--- config.mk ---
export PLATFORM = sky130hd
export DESIGN_NAME = recv_frame
export DESIGN_NICKNAME = d
export VERILOG_FILES = /design/src/rtl/recv_frame.sv
export SDC_FILE = /design/constraint.sdc
export NUM_CORES = 1
export LEC_CHECK = 0
export ABC_AREA = 1
export CELL_PAD_IN_SITES_DETAIL_PLACEMENT = 0
export CELL_PAD_IN_SITES_GLOBAL_PLACEMENT = 1
export CORE_UTILIZATION = 30
export CTS_CLUSTER_DIAMETER = 40
export DETAILED_ROUTE_END_ITERATION = 8
export GPL_TIMING_DRIVEN = 0
export PLACE_DENSITY_LB_ADDON = 0.1
export REMOVE_ABC_BUFFERS = 1
export SETUP_SLACK_MARGIN = 0.5
export SLEW_MARGIN = 20
export SYNTH_ARGS = -nofsm -noshare
export SYNTH_HDL_FRONTEND = slang
export SYNTH_SLANG_ARGS = --single-unit
--- constraint.sdc ---
create_clock -name rx_clk -period 4.4 [get_ports rx_clk]
set_clock_uncertainty 0.15 [all_clocks]
set_input_delay 1.32 -clock rx_clk [delete_from_list [all_inputs] [get_ports rx_clk]]
set_output_delay 1.32 -clock rx_clk [all_outputs]
set_load 0.03 [all_outputs]
--- src/rtl/recv_frame.sv ---
// Receive-side framer: parses 2-word K-char frames from the GTP receiver, checks the
// 8-bit checksum, writes data payloads to the rx buffer and decodes control frames.

module recv_frame #(
   parameter logic [7:0] K_CHAR    = 8'hBC,
   parameter logic [7:0] TYPE_DATA = 8'h55,
   parameter logic [7:0] TYPE_CTRL = 8'hAA,
   parameter int         ERR_CNT_W = 16
) (
   input  logic                 rx_clk,
   input  logic                 ap_rst_n,
   input  logic [31:0]          gtp_rxdata,
   input  logic [3:0]           gtp_rxctl,
   input  logic                 rx_allow,
   output logic                 rx_wren,
   output logic [31:0]          rx_wrdata,
   output logic                 send_back_flag,
   output logic [15:0]          send_back_data,
   output logic                 send_info_vaild,
   output logic [15:0]          send_info,
   output logic                 peer_statue_vaild,
   output logic [15:0]          peer_statue,
   output logic [ERR_CNT_W-1:0] err_cnt
);

   typedef enum logic [1:0] {
      ST_IDLE    = 2'd0,
      ST_PAYLOAD = 2'd1,
      ST_CHECK   = 2'd2
   } state_t;

   localparam logic [ERR_CNT_W-1:0] ERR_ONE = {{(ERR_CNT_W-1){1'b0}}, 1'b1};
   localparam logic [ERR_CNT_W-1:0] ERR_MAX = {ERR_CNT_W{1'b1}};

   // Frame checksum: high-middle byte plus low byte of the payload, mod 256.
   function automatic logic [7:0] frame_sum(input logic [31:0] payload);
      frame_sum = payload[23:16] + payload[7:0];
   endfunction

   state_t                 state_r, state_s;
   logic [7:0]             type_r, type_s;
   logic [7:0]             sum_r, sum_s;
   logic [7:0]             seq_r, seq_s;
   logic [31:0]            payload_r, payload_s;
   logic [7:0]             last_seq_r, last_seq_s;
   logic                   last_seq_valid_r, last_seq_valid_s;
   logic                   rx_wren_r, rx_wren_s;
   logic [31:0]            rx_wrdata_r, rx_wrdata_s;
   logic                   send_back_flag_r, send_back_flag_s;
   logic [15:0]            send_back_data_r, send_back_data_s;
   logic                   send_info_vaild_r, send_info_vaild_s;
   logic [15:0]            send_info_r, send_info_s;
   logic                   peer_statue_vaild_r, peer_statue_vaild_s;
   logic [15:0]            peer_statue_r, peer_statue_s;
   logic [ERR_CNT_W-1:0]   err_cnt_r, err_cnt_s;
   logic                   err_inc_s;
   logic                   ack_ok_s;
   logic                   head_s;
   logic                   sum_ok_s;
   logic                   dup_s;

   assign head_s   = (gtp_rxctl == 4'b0001) && (gtp_rxdata[7:0] == K_CHAR);
   assign sum_ok_s = (frame_sum(payload_r) == sum_r);
   assign dup_s    = last_seq_valid_r && (seq_r == last_seq_r);

   // Next-state, frame evaluation and next output values.
   always_comb begin
      state_s             = state_r;
      type_s              = type_r;
      sum_s               = sum_r;
      seq_s               = seq_r;
      payload_s           = payload_r;
      last_seq_s          = last_seq_r;
      last_seq_valid_s    = last_seq_valid_r;
      rx_wren_s           = 1'b0;
      rx_wrdata_s         = rx_wrdata_r;
      send_back_flag_s    = 1'b0;
      send_back_data_s    = send_back_data_r;
      send_info_vaild_s   = 1'b0;
      send_info_s         = send_info_r;
      peer_statue_vaild_s = 1'b0;
      peer_statue_s       = peer_statue_r;
      err_inc_s           = 1'b0;
      ack_ok_s            = 1'b0;

      case (state_r)
         ST_IDLE: begin
            if (head_s) begin
               type_s  = gtp_rxdata[15:8];
               sum_s   = gtp_rxdata[23:16];
               seq_s   = gtp_rxdata[31:24];
               state_s = ST_PAYLOAD;
            end else begin
               state_s = ST_IDLE;
            end
         end

         ST_PAYLOAD: begin
            if (gtp_rxctl == 4'b0000) begin
               payload_s = gtp_rxdata;
               state_s   = ST_CHECK;
            end else if (head_s) begin
               // A new head aborts the current frame; restart from it.
               err_inc_s = 1'b1;
               type_s    = gtp_rxdata[15:8];
               sum_s     = gtp_rxdata[23:16];
               seq_s     = gtp_rxdata[31:24];
               state_s   = ST_PAYLOAD;
            end else begin
               err_inc_s = 1'b1;
               state_s   = ST_IDLE;
            end
         end

         ST_CHECK: begin
            if (type_r == TYPE_DATA) begin
               send_back_flag_s = 1'b1;
               if (sum_ok_s) begin
                  if (dup_s) begin
                     ack_ok_s = 1'b1;
                  end else if (rx_allow) begin
                     rx_wren_s        = 1'b1;
                     rx_wrdata_s      = payload_r;
                     last_seq_s       = seq_r;
                     last_seq_valid_s = 1'b1;
                     ack_ok_s         = 1'b1;
                  end else begin
                     ack_ok_s = 1'b0;
                  end
               end else begin
                  err_inc_s = 1'b1;
                  ack_ok_s  = 1'b0;
               end
               send_back_data_s = {seq_r, 1'b0, ack_ok_s, 6'b000000};
            end else if (type_r == TYPE_CTRL) begin
               if (sum_ok_s) begin
                  peer_statue_vaild_s = 1'b1;
                  peer_statue_s       = payload_r[31:16];
                  if (payload_r[3:0] == 4'h1) begin
                     send_info_vaild_s = 1'b1;
                     send_info_s       = payload_r[15:0];
                  end else begin
                     send_info_vaild_s = 1'b0;
                  end
               end else begin
                  err_inc_s = 1'b1;
               end
            end else begin
               err_inc_s = 1'b1;
            end

            // Back-to-back frames: a head in the check cycle starts the next frame.
            if (head_s) begin
               type_s  = gtp_rxdata[15:8];
               sum_s   = gtp_rxdata[23:16];
               seq_s   = gtp_rxdata[31:24];
               state_s = ST_PAYLOAD;
            end else begin
               state_s = ST_IDLE;
            end
         end

         default: begin
            state_s = ST_IDLE;
         end
      endcase

      if (err_inc_s && (err_cnt_r != ERR_MAX)) begin
         err_cnt_s = err_cnt_r + ERR_ONE;
      end else begin
         err_cnt_s = err_cnt_r;
      end
   end

   // State, frame fields and registered outputs.
   always_ff @(posedge rx_clk) begin
      if (!ap_rst_n) begin
         state_r             <= ST_IDLE;
         type_r              <= 8'h00;
         sum_r               <= 8'h00;
         seq_r               <= 8'h00;
         payload_r           <= 32'h0000_0000;
         last_seq_r          <= 8'h00;
         last_seq_valid_r    <= 1'b0;
         rx_wren_r           <= 1'b0;
         rx_wrdata_r         <= 32'h0000_0000;
         send_back_flag_r    <= 1'b0;
         send_back_data_r    <= 16'h0000;
         send_info_vaild_r   <= 1'b0;
         send_info_r         <= 16'h0000;
         peer_statue_vaild_r <= 1'b0;
         peer_statue_r       <= 16'h0000;
         err_cnt_r           <= {ERR_CNT_W{1'b0}};
      end else begin
         state_r             <= state_s;
         type_r              <= type_s;
         sum_r               <= sum_s;
         seq_r               <= seq_s;
         payload_r           <= payload_s;
         last_seq_r          <= last_seq_s;
         last_seq_valid_r    <= last_seq_valid_s;
         rx_wren_r           <= rx_wren_s;
         rx_wrdata_r         <= rx_wrdata_s;
         send_back_flag_r    <= send_back_flag_s;
         send_back_data_r    <= send_back_data_s;
         send_info_vaild_r   <= send_info_vaild_s;
         send_info_r         <= send_info_s;
         peer_statue_vaild_r <= peer_statue_vaild_s;
         peer_statue_r       <= peer_statue_s;
         err_cnt_r           <= err_cnt_s;
      end
   end

   assign rx_wren           = rx_wren_r;
   assign rx_wrdata         = rx_wrdata_r;
   assign send_back_flag    = send_back_flag_r;
   assign send_back_data    = send_back_data_r;
   assign send_info_vaild   = send_info_vaild_r;
   assign send_info         = send_info_r;
   assign peer_statue_vaild = peer_statue_vaild_r;
   assign peer_statue       = peer_statue_r;
   assign err_cnt           = err_cnt_r;

endmodule

==> flow_summary.toml, run 1 <==
[status]
status = "finished, final reports clean"

[cells_and_area]
area_growth_pct = 31.4
final_cell_mix = "160 x dfxtp_1, 144 x inv_1, 133 x a21oi_1"
fin_nets = 1041
num_antenna_cells = 0
final-instance-count-excl-fill = 1282
final_common_cell = "dfxtp_1"
finish.utilization = 0.404
drive_gt1_frac = 0.0499

[grt]
grt_pass1_vias = 5424
grt_overflow = 0
grt_pass1_wl_um = 28400
antenna_found_initial = 1
grt_max_degree = 117
grt_use_total = 0.161

[synth]
ys_ff_latch = 160
synthFlopType = "dfxtp_1"
synth_area_um2 = 6730
synthArstFlopShare = 0
ys_types = 32
ys_seq_area_frac = 0.476
ys_warn_count = 0
syn_avg_cell_area_um2 = 7.62
synth_edf_count = 0
syn_inst = 883

[worst_setup_path]
cp_slowest_cell = "inv_1"
crit_path_end_kind = "flip-flop"
cpPeakStageDelay_ns = 0.72
startpoint_type = "input port"
r2r_slack_ns = 1.27
critical_path_buf_inv_count = 2
crit_required_ns = 4.61
cp_data_arrival_time_ns = 3.62
worstPathMaxFanout = 37
crit_chain = "clkdlybuf4s50_1, nand2_1, nor4_1, nand2_2, inv_1, nor2_1, nor2_1"
cp_common_cell = "nor2_1"
path_delay_family = "buffers and inverters"
crit_type = "in -> reg"

[placed_design]
portBuffers = 131
numPlacedInstances = 1250
place_congestion = 0.746
hpwl_um = 11800

[clock_tree]
path_clk_slew_ns = 0.07
cts_setup_buffers = 0
clock_latency_ns = 0.42
hold_buffers = 0
clockRootBuffer = "clkbuf_16"
clk_path_buf_depth = 2
cts.sinks = 160
htree_levels = 4
cts_resized = 0
tritoncts = "yes"
cts_made_buffers = 17

[detailed_routing]
wl_per_cell_um = 13.9
post-route-drc-count = 0
vias = 5756
final_antenna_net_count = 0
routed_via_density = 4.49
routed_wl_um = 17800
drtIter0Drc = 225
dr.pass1.iters = 4

[power_and_ir_drop]
leakage_nw = 3.25
ir_worst_vdd_uv = 213
combPwrFrac = 0.033
p_sw_mw = 0.752
power_mw = 3.01
switching_share = 0.250
seqPwrFrac = 0.480
intPower_mw = 2.26
p_clk_frac = 0.487
p_per_area_nw_per_um2 = 341

[job]
cap_violations = 0

[worst_hold_path]
hold_path_class = "reg -> reg"

[floorplan]
core_um2 = 21900
ios = 139
die_w_um = 152
start_util = 0.307
rows = 54
die_height_um = 152
die_area_um2 = 23000

[timing]
clock.fmax_ghz = 0.293
hold_violations = 0
period_needed_ns = 3.42
slew_violations = 0
rsz0062_at_grt = "no"
worst_slew_pin_slew_ns = 0.780
fin_crit_sh = 0.776
slew_headroom = 0.479
setup_viol = 0
power by group through the flow:
stage | sequential, mW | combinational, mW | clock, mW
3_5_place_dp | 1.48 | 0.0991 | 0
2_1_floorplan | 1.48 | 0.0337 | 0
3_3_place_gp | 1.48 | 0.104 | 0
4_1_cts | 1.45 | 0.0997 | 1.52
5_1_grt | 1.45 | 0.109 | 1.57
6_report | 1.45 | 0.0982 | 1.47
layout make-up:
cell class / instances / area, µm²
clock inverters: 14 / 139
clock buffers: 18 / 439
inverters: 144 / 541
fillers: 2335 / 13000
repair buffers: 135 / 1400
well taps: 280 / 350
flip-flops and latches: 160 / 3200
multi-input cells: 531 / 2770
worst paths after layout:
path | from | end | cells past startpoint
setup / recovery | gtp_rxctl[0] | seq_r[6] | 7
hold / removal | rx_wrdata[14] | rx_wrdata[14] | 2
setup reg to reg | payload_r[16] | rx_wrdata[3] | 13
hold reg to reg | rx_wrdata[14] | rx_wrdata[14] | 2
state kept, by name, summed over array words and instances (netlist names):
name and count:
type_r 8, peer_statue_vaild 1, rx_wren 1, sum_r 8, send_info 16, send_info_vaild 1
last_seq_valid_r 1, err_cnt 16, peer_statue 16, seq_r 8, state_r 2, send_back_flag 1
last_seq_r 8, payload_r 32, send_back_data 9, rx_wrdata 32
kinds of logic (layout without fill, tap and decap cells):
family / after synthesis / after routing / synth area share
AO/OA/AOI/OAI: 270 / 270 / 0.202
XOR/XNOR: 20 / 20 / 0.0260
adder cells (fa/ha/maj): 13 / 13 / 0.0253
buffers and inverters: 198 / 311 / 0.118
flip-flops: 160 / 160 / 0.476
other: 1 / 7 / 0.000557
AND/OR/NAND/NOR: 221 / 221 / 0.152
worst register-to-register path, cell delays in order (launching register included):
cell and delay, ns:
dfxtp_1 0.38, ha_1 0.24, fa_1 0.45, xnor2_1 0.14, nand2_1 0.07, nor2_1 0.11, nand3_1 0.07, nor2_1 0.21
and2_4 0.24, nand4_4 0.26, buf_12 0.29, buf_12 0.18, o21ai_0 0.17, a21oi_1 0.06
per-stage QoR:
stage | hold WS [ns] | area, µm² | TNS, ns | worst slack (ns)
floorplan | 0.267 | 6500 | 0 | 1.15
global placement | 0.283 | 8160 | -243.86 | -3.04
detailed placement | 0.286 | 8260 | 0 | 0.564
CTS | 0.297 | 8840 | 0 | 1.01
global route | 0.315 | 8840 | 0 | 0.697
finish | 0.293 | 8840 | 0 | 0.984
layer usage:
layer,vias to the layer above,GRT usage,routed length [µm]
li1,3080,-,-
met1,2575,0.215,8920
met2,86,0.257,7940
met3,13,0.0410,728
met4,2,0.0431,174
met5,-,0,12
Yosys cell counts, types with 2 or more instances:
cell	instances	share of area
nor4_1	8	0.0074
nand2_1	84	0.047
nand3_2	2	0.0030
ha_1	12	0.022
o21ai_0	124	0.092
o21ai_1	10	0.0074
buf_2	5	0.0037
nand3_1	29	0.022
nor2_1	54	0.030
xor2_1	14	0.018
buf_4	8	0.0089
dfxtp_1	160	0.48
o22ai_1	2	0.0019
inv_1	144	0.080
nand4_1	21	0.020
buf_6	2	0.0033
clkbuf_1	38	0.021
a21oi_1	133	0.099
nand2_2	2	0.0019
nor3_1	13	0.0097
nand3b_1	2	0.0022
xnor2_1	6	0.0078
(Power assumes the default switching activity.)
==> run 2: changes to the inputs <==
clock period = 2.9 ns   (was 4.4 ns; I/O delays follow)
==> flow_summary.toml, run 2 (same netlist as run 1, synthesis figures left out) <==
[status]
status = "finished, final reports clean"

[job]
cap_violations = 0

[detailed_routing]
vias = 6116
routed_wl_um = 20600
dr.pass1.iters = 4
final_antenna_net_count = 0
drtIter0Drc = 220
post-route-drc-count = 0
wl_per_cell_um = 15.6
routed_via_density = 4.62

[grt]
grt_pass1_wl_um = 31500
antenna_found_initial = 1
grt_max_degree = 117
grt_use_total = 0.181
grt_overflow = 0
grt_pass1_vias = 5769

[cells_and_area]
final_area_um2 = 9740
area_growth_pct = 44.7
final_cell_mix = "158 x dfxtp_1, 141 x inv_1, 125 x a21oi_1"
num_antenna_cells = 0
drive_gt1_frac = 0.156
final_common_cell = "dfxtp_1"
fin_nets = 1083
final-instance-count-excl-fill = 1324

[power_and_ir_drop]
power_mw = 4.60
switching_share = 0.253
intPower_mw = 3.44
ir_worst_vdd_uv = 334
p_sw_mw = 1.16
leakage_nw = 4.13
p_clk_frac = 0.486
combPwrFrac = 0.038
seqPwrFrac = 0.477
p_per_area_nw_per_um2 = 473

[timing]
clock.fmax_ghz = 0.369
period_needed_ns = 2.71
slew_headroom = 0.341
fin_ws_ns = 0.193
tns_ns = 0
rsz0062_at_grt = "yes"
worst_slew_pin_slew_ns = 0.982
hold_violations = 0
fin_crit_sh = 0.934
setup_viol = 0
slew_violations = 0

[worst_setup_path]
worstPathMaxFanout = 8
startpoint_type = "flip-flop"
crit_path_end_kind = "flip-flop"
crit_required_ns = 3.08
cp_data_arrival_time_ns = 2.88
crit_type = "reg -> reg"

[floorplan]
rows = 54
die_w_um = 152
die_height_um = 152
ios = 139
die_area_um2 = 23000
core_um2 = 21900
start_util = 0.307

[clock_tree]
htree_levels = 4
path_clk_slew_ns = 0.07
cts_made_buffers = 17
tritoncts = "yes"
clockRootBuffer = "clkbuf_16"
clk_path_buf_depth = 2
clock_latency_ns = 0.43
cts.sinks = 160

[placed_design]
dpl_worst_slack_ns = -0.486
hpwl_um = 11800
portBuffers = 131
placed_cell_area_um2 = 8260
numPlacedInstances = 1250
place_congestion = 0.746

[worst_hold_path]
hold_path_class = "reg -> reg"
[run 2: cell types whose count changed in the layout (fill, tap and decap cells not counted), sizes merged, moves of 3 or more]
| cell | delta |
|---|---|
| clkdlybuf4s50 | -93 |
| dlygate4sd2 | +87 |
| buf | +32 |
| dlymetal6s2s | +6 |
| nand2 | +5 |
| clkinvlp | +4 |
| inv | -3 |
[run 2: worst paths after layout]
check,slack (ns),cells after the start,from,end
min,0.29,2,peer_statue[1],peer_statue[1]
max,0.19,13,payload_r[16],rx_wrdata[17]
max reg2reg,0.19,13,payload_r[16],rx_wrdata[17]
min reg2reg,0.29,2,peer_statue[1],peer_statue[1]
[run 2: routing by layer]
metal  up-vias  wire length, µm  track usage  part of all wire
met3        10              790       0.0440             0.038
li1       3197                -            -                 -
met2       102             9710        0.295              0.47
met4         2              170       0.0495            0.0082
met1      2805             9940        0.237              0.48
met5         -               13            0           0.00063
[run 2: repair_timing]
item                       in CTS  in global routing
cloned                          9                  3
setup buffers                  27                  3
hold buffers                    0                  0
setup endpoints to repair     214                120
pin swaps                      12                 12
resized for setup             165                 77
[run 2: per-stage QoR]
step / utilization / hold WS, ns
after CTS: 0.429 / 0.294
after floorplan: - / 0.267
after global placement: 0.373 / 0.283
final: 0.445 / 0.291
after global routing: 0.445 / 0.312
after detailed placement: 0.377 / 0.286
[run 2: cell type report]
type	instances	area, µm²
well taps	280	350
clock inverters	14	139
repair buffers	169	1790
repair inverters	1	5.00
multi-input cells	538	3250
flip-flops and latches	160	3210
fillers	2306	12200
inverters	144	552
clock buffers	18	439
[run 2: power by group through the flow]
stage                     Sequential [mW]  Combinational (mW)  Clock, mW
after global placement               2.25               0.158          0
after detailed placement             2.25               0.150          0
after floorplan                      2.25              0.0511          0
final                                2.19               0.173       2.23
after global routing                 2.19               0.190       2.39
after CTS                            2.19               0.158       2.31
[run 2: critical path, stage by stage, from the launching register on]
cell       delay, ns
dfxtp_4         0.36
ha_4            0.16
fa_2            0.54
xnor2_2         0.10
nand2_1         0.07
nor2_1          0.09
nand3_1         0.12
nor2_4          0.13
and2_4          0.20
nand4_4         0.12
buf_12          0.20
clkbuf_16       0.17
o21ai_1         0.11
a21oi_1         0.05
